--- config.mk ---
export PLATFORM = sky130hd
export DESIGN_NAME = bram_fifo_ctrl
export DESIGN_NICKNAME = d
export VERILOG_FILES = /design/src/rtl/bram_fifo_pkg.sv /design/src/rtl/bram_fifo_obuf.sv /design/src/rtl/bram_fifo_ctrl.sv
export SDC_FILE = /design/constraint.sdc
export NUM_CORES = 1
export LEC_CHECK = 0
export BUFFER_PORTS_ARGS = -buffer_cell sky130_fd_sc_hd__buf_2
export CAP_MARGIN = 10
export CELL_PAD_IN_SITES_DETAIL_PLACEMENT = 2
export CELL_PAD_IN_SITES_GLOBAL_PLACEMENT = 2
export CORE_AREA = 2 2 156 189
export CTS_CLUSTER_DIAMETER = 80
export DETAILED_ROUTE_END_ITERATION = 6
export DIE_AREA = 0 0 158 191
export GPL_ROUTABILITY_DRIVEN = 0
export PLACE_DENSITY = 0.79
export SYNTH_ARGS = -nofsm -noshare
export SYNTH_HDL_FRONTEND = slang
export SYNTH_SLANG_ARGS = --single-unit
--- constraint.sdc ---
create_clock -name clk -period 6.55 [get_ports clk]
set_input_delay 0.9825 -clock clk [delete_from_list [all_inputs] [get_ports clk]]
set_output_delay 0.9825 -clock clk [all_outputs]
set_load 0.02 [all_outputs]
--- src/rtl/bram_fifo_pkg.sv ---
// bram_fifo_pkg
//   Shared types and helpers for the bram_fifo_ctrl slice.
//   obuf_state_t : output-buffer fill state; the encoding equals the
//                  number of words held (0, 1, 2).
//   ptr_diff     : modular difference of two pointers of a given width.
package bram_fifo_pkg;

   typedef enum logic [1:0] {
      EMPTY = 2'd0,
      ONE   = 2'd1,
      TWO   = 2'd2
   } obuf_state_t;

   localparam int unsigned PTR_FN_W = 32;

   // (a - b) modulo 2^w, for pointers carried in the low w bits.
   function automatic logic [PTR_FN_W-1:0] ptr_diff(
      input logic [PTR_FN_W-1:0] a,
      input logic [PTR_FN_W-1:0] b,
      input int unsigned         w
   );
      logic [PTR_FN_W-1:0] mask;
      mask = (PTR_FN_W'(1) << w) - PTR_FN_W'(1);
      return (a - b) & mask;
   endfunction

endpackage

--- src/rtl/bram_fifo_obuf.sv ---
// bram_fifo_obuf
//   Two-entry output buffer in front of the FIFO output stream. Absorbs the
//   one-cycle registered read latency of the RAM so that the head word can
//   be consumed every cycle.
// Ports:
//   clk, rst     clock, asynchronous active-high reset
//   push_i       a RAM read word arrives this cycle (write to tail)
//   push_data_i  the arriving word
//   pop_i        head word is consumed this cycle
//   m_data_o     head word
//   m_valid_o    head word is valid (state not EMPTY)
//   occ_o        words held: 0, 1 or 2
module bram_fifo_obuf
   import bram_fifo_pkg::*;
#(
   parameter int unsigned WIDTH = 72
) (
   input  logic             clk,
   input  logic             rst,
   input  logic             push_i,
   input  logic [WIDTH-1:0] push_data_i,
   input  logic             pop_i,
   output logic [WIDTH-1:0] m_data_o,
   output logic             m_valid_o,
   output logic [1:0]       occ_o
);

   obuf_state_t      state_q, state_d;
   logic [WIDTH-1:0] head_q, head_d;
   logic [WIDTH-1:0] tail_q, tail_d;

   always_ff @(posedge clk or posedge rst) begin
      if (rst) begin
         state_q <= EMPTY;
         head_q  <= '0;
         tail_q  <= '0;
      end else begin
         state_q <= state_d;
         head_q  <= head_d;
         tail_q  <= tail_d;
      end
   end

   always_comb begin
      state_d = state_q;
      head_d  = head_q;
      tail_d  = tail_q;
      case (state_q)
         EMPTY: begin
            if (push_i) begin
               head_d  = push_data_i;
               state_d = ONE;
            end
         end
         ONE: begin
            if (push_i && pop_i) begin
               head_d = push_data_i;
            end else if (push_i) begin
               tail_d  = push_data_i;
               state_d = TWO;
            end else if (pop_i) begin
               state_d = EMPTY;
            end
         end
         TWO: begin
            // A push while TWO is only possible together with a pop; the
            // read scheduler upstream never lets a third word arrive.
            if (pop_i) begin
               head_d = tail_q;
               if (push_i) begin
                  tail_d = push_data_i;
               end else begin
                  state_d = ONE;
               end
            end
         end
         default: state_d = EMPTY;
      endcase
   end

   assign m_data_o  = head_q;
   assign m_valid_o = (state_q != EMPTY);
   assign occ_o     = 2'(state_q);

endmodule

--- src/rtl/bram_fifo_ctrl.sv ---
// bram_fifo_ctrl
//   Synchronous FIFO controller for an external simple dual-port block RAM
//   with a registered (one-cycle) read. Owns read/write pointers, occupancy
//   and a two-entry output buffer (bram_fifo_obuf).
// Ports:
//   clk, rst                         clock, asynchronous active-high reset
//   s_data/s_valid/s_ready           write stream
//   m_data/m_valid/m_ready           read stream (buffer head)
//   ram_wdata/ram_waddr/ram_wen      RAM write port
//   ram_raddr/ram_ren/ram_rdata      RAM read port (rdata valid cycle after ren)
//   count                            words held: RAM + in-flight + buffer
// Optional feature, macro BRAM_FIFO_CTRL_ALMOST_EN:
//   adds registered almost_full (count >= DEPTH+2-AF_MARGIN) and
//   almost_empty (count <= 1).
module bram_fifo_ctrl
   import bram_fifo_pkg::*;
#(
   parameter int unsigned WIDTH     = 72,
   parameter int unsigned DEPTH     = 256,
   parameter int unsigned AF_MARGIN = 4,
   localparam int unsigned AW       = $clog2(DEPTH)
) (
   input  logic             clk,
   input  logic             rst,
   input  logic [WIDTH-1:0] s_data,
   input  logic             s_valid,
   output logic             s_ready,
   output logic [WIDTH-1:0] m_data,
   output logic             m_valid,
   input  logic             m_ready,
   output logic [WIDTH-1:0] ram_wdata,
   output logic [AW-1:0]    ram_waddr,
   output logic             ram_wen,
   output logic [AW-1:0]    ram_raddr,
   output logic             ram_ren,
   input  logic [WIDTH-1:0] ram_rdata,
   output logic [AW:0]      count
`ifdef BRAM_FIFO_CTRL_ALMOST_EN
   ,
   output logic             almost_full,
   output logic             almost_empty
`endif
);

   localparam int unsigned   PW       = AW + 1;
   localparam logic [PW-1:0] FULL_CNT = PW'(DEPTH);

   if (DEPTH < 4 || (DEPTH & (DEPTH - 1)) != 0 || AF_MARGIN > DEPTH + 2) begin : g_param_check
      $error("bram_fifo_ctrl: DEPTH must be a power of two >= 4, AF_MARGIN <= DEPTH+2");
   end

   logic [PW-1:0] wptr_q, wptr_d;
   logic [PW-1:0] rptr_q, rptr_d;
   logic [PW-1:0] mem_cnt;
   logic [PW-1:0] count_q, count_d;
   logic          inflight_q, inflight_d;
   logic [1:0]    occ;
   logic [2:0]    load;
   logic          pop;
   logic          wen;
   logic          ren;

   assign mem_cnt = PW'(ptr_diff(32'(wptr_q), 32'(rptr_q), PW));
   assign pop     = m_valid && m_ready;

   // The word leaving the buffer this cycle frees its slot in time for a
   // read issued now, which keeps a continuous stream bubble-free while
   // never letting buffer + in-flight exceed two words.
   assign load = {1'b0, occ} + {2'b00, inflight_q} - {2'b00, pop};

   always_comb begin
      wen        = s_valid && s_ready;
      ren        = !rst && (mem_cnt != '0) && (load < 3'd2);
      wptr_d     = wptr_q + PW'(wen);
      rptr_d     = rptr_q + PW'(ren);
      inflight_d = ren;
      count_d    = mem_cnt + PW'(inflight_q) + PW'(occ);
   end

   always_ff @(posedge clk or posedge rst) begin
      if (rst) begin
         wptr_q     <= '0;
         rptr_q     <= '0;
         inflight_q <= 1'b0;
         count_q    <= '0;
      end else begin
         wptr_q     <= wptr_d;
         rptr_q     <= rptr_d;
         inflight_q <= inflight_d;
         count_q    <= count_d;
      end
   end

   bram_fifo_obuf #(
      .WIDTH (WIDTH)
   ) u_obuf (
      .clk         (clk),
      .rst         (rst),
      .push_i      (inflight_q),
      .push_data_i (ram_rdata),
      .pop_i       (pop),
      .m_data_o    (m_data),
      .m_valid_o   (m_valid),
      .occ_o       (occ)
   );

   assign s_ready   = !rst && (mem_cnt != FULL_CNT);
   assign ram_wen   = wen;
   assign ram_waddr = wptr_q[AW-1:0];
   assign ram_wdata = s_data;
   assign ram_ren   = ren;
   assign ram_raddr = rptr_q[AW-1:0];
   assign count     = count_q;

`ifdef BRAM_FIFO_CTRL_ALMOST_EN
   localparam logic [PW-1:0] AF_LEVEL = PW'(DEPTH + 2 - AF_MARGIN);

   logic af_q;
   logic ae_q;

   // Thresholds are taken on count_d so the flags move together with count.
   always_ff @(posedge clk or posedge rst) begin
      if (rst) begin
         af_q <= 1'b0;
         ae_q <= 1'b1;
      end else begin
         af_q <= (count_d >= AF_LEVEL);
         ae_q <= (count_d <= PW'(1));
      end
   end

   assign almost_full  = af_q;
   assign almost_empty = ae_q;
`endif

endmodule
; After elaboration in Yosys (flattened, before gate mapping)
; Cells that the tools add are included.
[classes]
n_mux = 15
n_eq_ne = 9
n_lt_le_gt_ge = 1
reduce_logical = 15
n_addsub = 7
[ops]
columns = op, count
row1 = $mux 72, 6
row2 = $pmux 72 s3, 1
row3 = $pmux 72 s2, 1
row4 = $add 9x1->9, 3
row5 = $mux 2, 6
row6 = $add 9x2->9, 1
row7 = $ne 9x9->1 const B, 1
row8 = $reduce_bool 9->1, 1
row9 = $sub 9x9->9, 1
row10 = $ne 2x2->1 const B, 4
row11 = $logic_and 1x1->1, 6
row12 = $pmux 2 s3, 1
row13 = $reduce_and 5->1, 1
row14 = $reduce_and 4->1, 1
row15 = $reduce_bool 2->1, 2
row16 = $add 2x1->3, 1
row17 = $lt 3x2->1 const B, 1
row18 = $ne 3x3->1 const B, 1
row19 = $reduce_and 3->1, 1
row20 = $reduce_bool 3->1, 1
row21 = $sub 3x1->3, 1
row22 = $eq 2x1->1 const B, 1
row23 = $eq 2x2->1 const B, 1
row24 = $logic_not 2->1, 1
row25 = other kinds (2), 2
[word_totals]
output_inout_bits = 173
ff_bits = 174

; Depth between registers and ports, before layout
[logic_depth]
depth_word = 6
mapped_depth = 14
depth_no_buf = 13

; Cells and area by module
; Synthesis repeated with hierarchy kept, for this count alone.
[hier_totals]
hier_cells = 649
hier_area_um2 = 8942.3
[by_module_without_submodules]
columns = mod, seq_area_each_um2, cells_each, instances, area_per_inst_um2
row1 = bram_fifo_obuf, 3653.5, 404, 1, 6580.1
row2 = bram_fifo_ctrl, 700.7, 245, 1, 2362.3

; Worst setup path before layout
; OpenSTA, ideal clock, no wires.
[synth_timing]
kind = input to output
startpoint = input rst
endpoint = output ram_wen
cell_stages = 3
required_time_ns = 5.568
setup_slack_ns = 0.340
t_arrival_ns = 5.227
cell_sequence = inv_1 > nand2_1 > a21oi_1
[synth_between]
elab_chain_cells = 3
[synth_lines]
columns = item, line
row1 = "start, declared", bram_fifo_ctrl.sv:24  ; input logic rst,
row2 = $logic_not 1->1, bram_fifo_ctrl.sv:107  ; assign s_ready = !rst && (mem_cnt != FULL_CNT);
row3 = $logic_and 1x1->1, bram_fifo_ctrl.sv:107
row4 = $logic_and 1x1->1, bram_fifo_ctrl.sv:72  ; wen = s_valid && s_ready;
row5 = "end, declared", bram_fifo_ctrl.sv:33  ; output logic ram_wen,
; No other way between the ends.

; Worst setup path after layout
[layout_timing]
startpoint = register wptr_q[0]
endpoint = output ram_ren
[layout_between]
elab_chain_cells = 4
[layout_lines]
columns = item, line
row1 = "start, declared", bram_fifo_ctrl.sv:52  ; logic [PW-1:0] wptr_q, wptr_d;
row2 = "start signal, assigned", bram_fifo_ctrl.sv:87  ; wptr_q <= wptr_d;
row3 = $sub 9x9->9, bram_fifo_pkg.sv:24  ; return (a - b) & mask;
row4 = $reduce_bool 9->1, bram_fifo_ctrl.sv:73  ; ren = !rst && (mem_cnt != '0) && (load < 3'd2);
row5 = $logic_and 1x1->1 (2 in a row), bram_fifo_ctrl.sv:73
row6 = "end, declared", bram_fifo_ctrl.sv:35  ; output logic ram_ren,
; No other way between the ends.

==> qor.yml <==
power_frac_seq_pct: 35.4
io_pins: 321
cap_violations: 0
grt_pass1_vias: 6179
overflow: 0
async_flop_share_pct: 100.0
synth_seq_cells: 174
use_met3_pct: 3.514
via_per_inst: 4.567
synth-seq-area-share_pct: 51.82
drive_gt1_share_pct: 31.23
layout_common_cells: "176 x buf_2, 174 x dfrtp_1, 82 x nor2_1"
synth_warnings: 0
synth.area.top_cells: "dfrtp_1 52%, mux2i_1 8.6%, buf_4 8.3%"
antenna_found_initial: 1
finalWirelength_um: 21010
pwr-share-clk_pct: 20.2
crit_path_start_kind: "flop"
tightestPinTransition_ns: 0.9116
final_common_cell: "buf_2"
antenna_left: 0
syn_to_final_growth_pct: 14.76
multi_input_area_um2: 3188
die_h_um: 191
cts_tree: "done"
grt_util_met1_pct: 16.69
powerDensity_nw_per_um2: 559.8
coreArea_um2: 28420
power_switching_uw: 2248
cts_setup_buffers: 0
synth_cell_types: 44
yosys.area.top_type_share_pct: 51.82
die_w_um: 158
drtIter0Drc: 192
skew_ns: 0.01369
tns_ns: 0
worstHoldPathType: "flop to flop"
critPathMaxFanout: 4
cts_buffer_depth: 2
status: "finished clean"
critPathArrivalTime_ns: 3.32
grt_max_degree: 85
htree_levels: 4
yosys.area.top_type: "dfrtp_1"
wl_per_cell_um: 17.37
fin_crit_ns: 4.306
clock-root-buffer: "clkbuf_16"
p_sw_share_pct: 41.64
syn_area_um2: 8403
ir_drop_mv: 0.1661
grt_util_all_layers_pct: 14.48
nFillCells: 3116
clk_pin_slew_ns: 0.07
pre_cts_slack_ns: 2.652
clkSinkCount: 174
grt_setup_unrepaired: "no"
hold_buffers: 0
ff_latch_area_um2: 4354
layout.nets: 977
crit_required_ns: 5.57
cts.repair.resized: 0
p_comb_share_pct: 44.4
met2_usage_pct: 25.85
synth_edf_count: 0
synthCells: 727
slew_headroom_pct: 39.01
dr.pass1.iters: 4
numCtsBuffers: 17
worstSkewPairLatency_ns: 0.43
ys.flop_type: "dfrtp_1"
drc: 0
timing.final.ws_setup_ns: 2.244
synth_fp_nets: 894
vias: 5522
grt-busiest-layer: "met2"
fmax_mhz: 232.2
worst-setup-path-type: "flop to output port"
slew_viol_final: 0
finalHoldViolations: 0
worstSetupEndpointType: "output port"
hpwl_um: 14660
row_count: 68
internal-power_uw: 3150
start_util_pct: 29.57
grt_pass1_wl_um: 33880
setup_viol: 0
port_buffers: 176
die_area_um2: 30180
p_leak_uw: 0.004426
period_share_pct: 65.74
syn_area_per_cell_um2: 11.56
-- routing by layer --
layer | routed length (um) | part of all wire, % | vias up
li1 | - | - | 2555
met1 | 8569 | 41 | 2818
met2 | 11030 | 52 | 117
met3 | 1039 | 4.9 | 32
met4 | 369 | 1.8 | 0
met5 | 0 | 0 | -
-- state kept, by name, summed over array words and instances (netlist names) --
name / cells
count: 9
u_obuf.occ_o: 2
u_obuf.tail_q: 72
wptr_q: 9
inflight_q: 1
u_obuf.m_data_o: 72
rptr_q: 9
-- final cells by class --
cell class | count | share of cell area [%]
clock buffer | 19 | 4.593
antenna | 1 | 0.02595
multi-input combinational | 417 | 33.06
inverter | 18 | 0.7526
sequential | 174 | 45.15
clock inverter | 13 | 1.817
tap | 385 | 4.995
timing repair buffer | 182 | 9.602
-- worst max-delay path, cell delays in order (launching register included) --
cell and delay [ns]:
dfrtp_1 0.38, inv_1 0.07, ha_1 0.21, fa_1 0.41, nand2b_1 0.16, a21oi_1 0.25
a2111oi_0 0.19, a211oi_2 0.49, nor4_4 0.13, a221oi_2 0.36, buf_2 0.24
-- path summary, 6_finish.rpt --
path | start | endpoint | slack [ns] | cells past startpoint
max in group asynchronous | rst | u_obuf.m_data_o[61]$_DFFE_PP0P_ | 4.69 | 3
min in group asynchronous | rst | count[1]$_DFF_PP0_ | 0.62 | 2
setup / recovery | wptr_q[0]$_DFF_PP0_ | ram_ren | 2.24 | 10
setup reg to reg | wptr_q[0]$_DFF_PP0_ | rptr_q[8]$_DFF_PP0_ | 2.93 | 13
hold reg to reg | rptr_q[4]$_DFF_PP0_ | rptr_q[4]$_DFF_PP0_ | 0.49 | 1
hold / removal | rptr_q[4]$_DFF_PP0_ | rptr_q[4]$_DFF_PP0_ | 0.49 | 1
-- power groups by stage --
stage / clock network (uW) / logic [uW] / registers (uW)
after floorplan: 0 / 1530 / 2170
after global placement: 0 / 2360 / 1900
after detailed placement: 0 / 2450 / 1940
after CTS: 1130 / 2460 / 1920
after global routing: 1160 / 2690 / 1990
final: 1090 / 2400 / 1910
-- cells in the mapped netlist (2+ instances only) --
library cell	count
dfrtp_1	174
buf_4	93
nor2_1	82
a21oi_1	80
mux2i_1	72
mux2_1	40
mux2_2	32
xnor2_1	20
buf_2	17
inv_1	16
ha_1	15
nand2_1	10
clkbuf_1	8
xor2_1	8
nand3_1	6
nand4_1	6
nand2b_1	5
fa_1	4
o21ai_0	4
and3_1	3
nor2b_1	3
nor3_1	3
or3_1	3
and2_1	2
inv_2	2
-- cell families after synthesis --
logic type,Yosys count,share of synthesized area [%]
flip-flops,174,51.82
multiplexers,144,18.23
buffers and inverters,136,10.48
AND/OR/NAND/NOR,128,6.894
AO/OA/AOI/OAI,98,6.477
XOR/XNOR,28,2.918
adder cells (fa/ha/maj),19,3.186
-- through the flow --
stage	std cells	area [um^2]	hold WS, ns	total power, uW	utilization [%]
final	1209	9643	0.4937	5398	33.93
after global routing	1209	9643	0.5018	5837	33.93
after CTS	1208	9641	0.4973	5517	33.92
after detailed placement	1176	9022	0.4812	4395	31.75
after global placement	1176	9022	0.4729	4253	31.75
after floorplan	727	8403	0.4635	3706	-
Power figures use the tool's default switching activity.
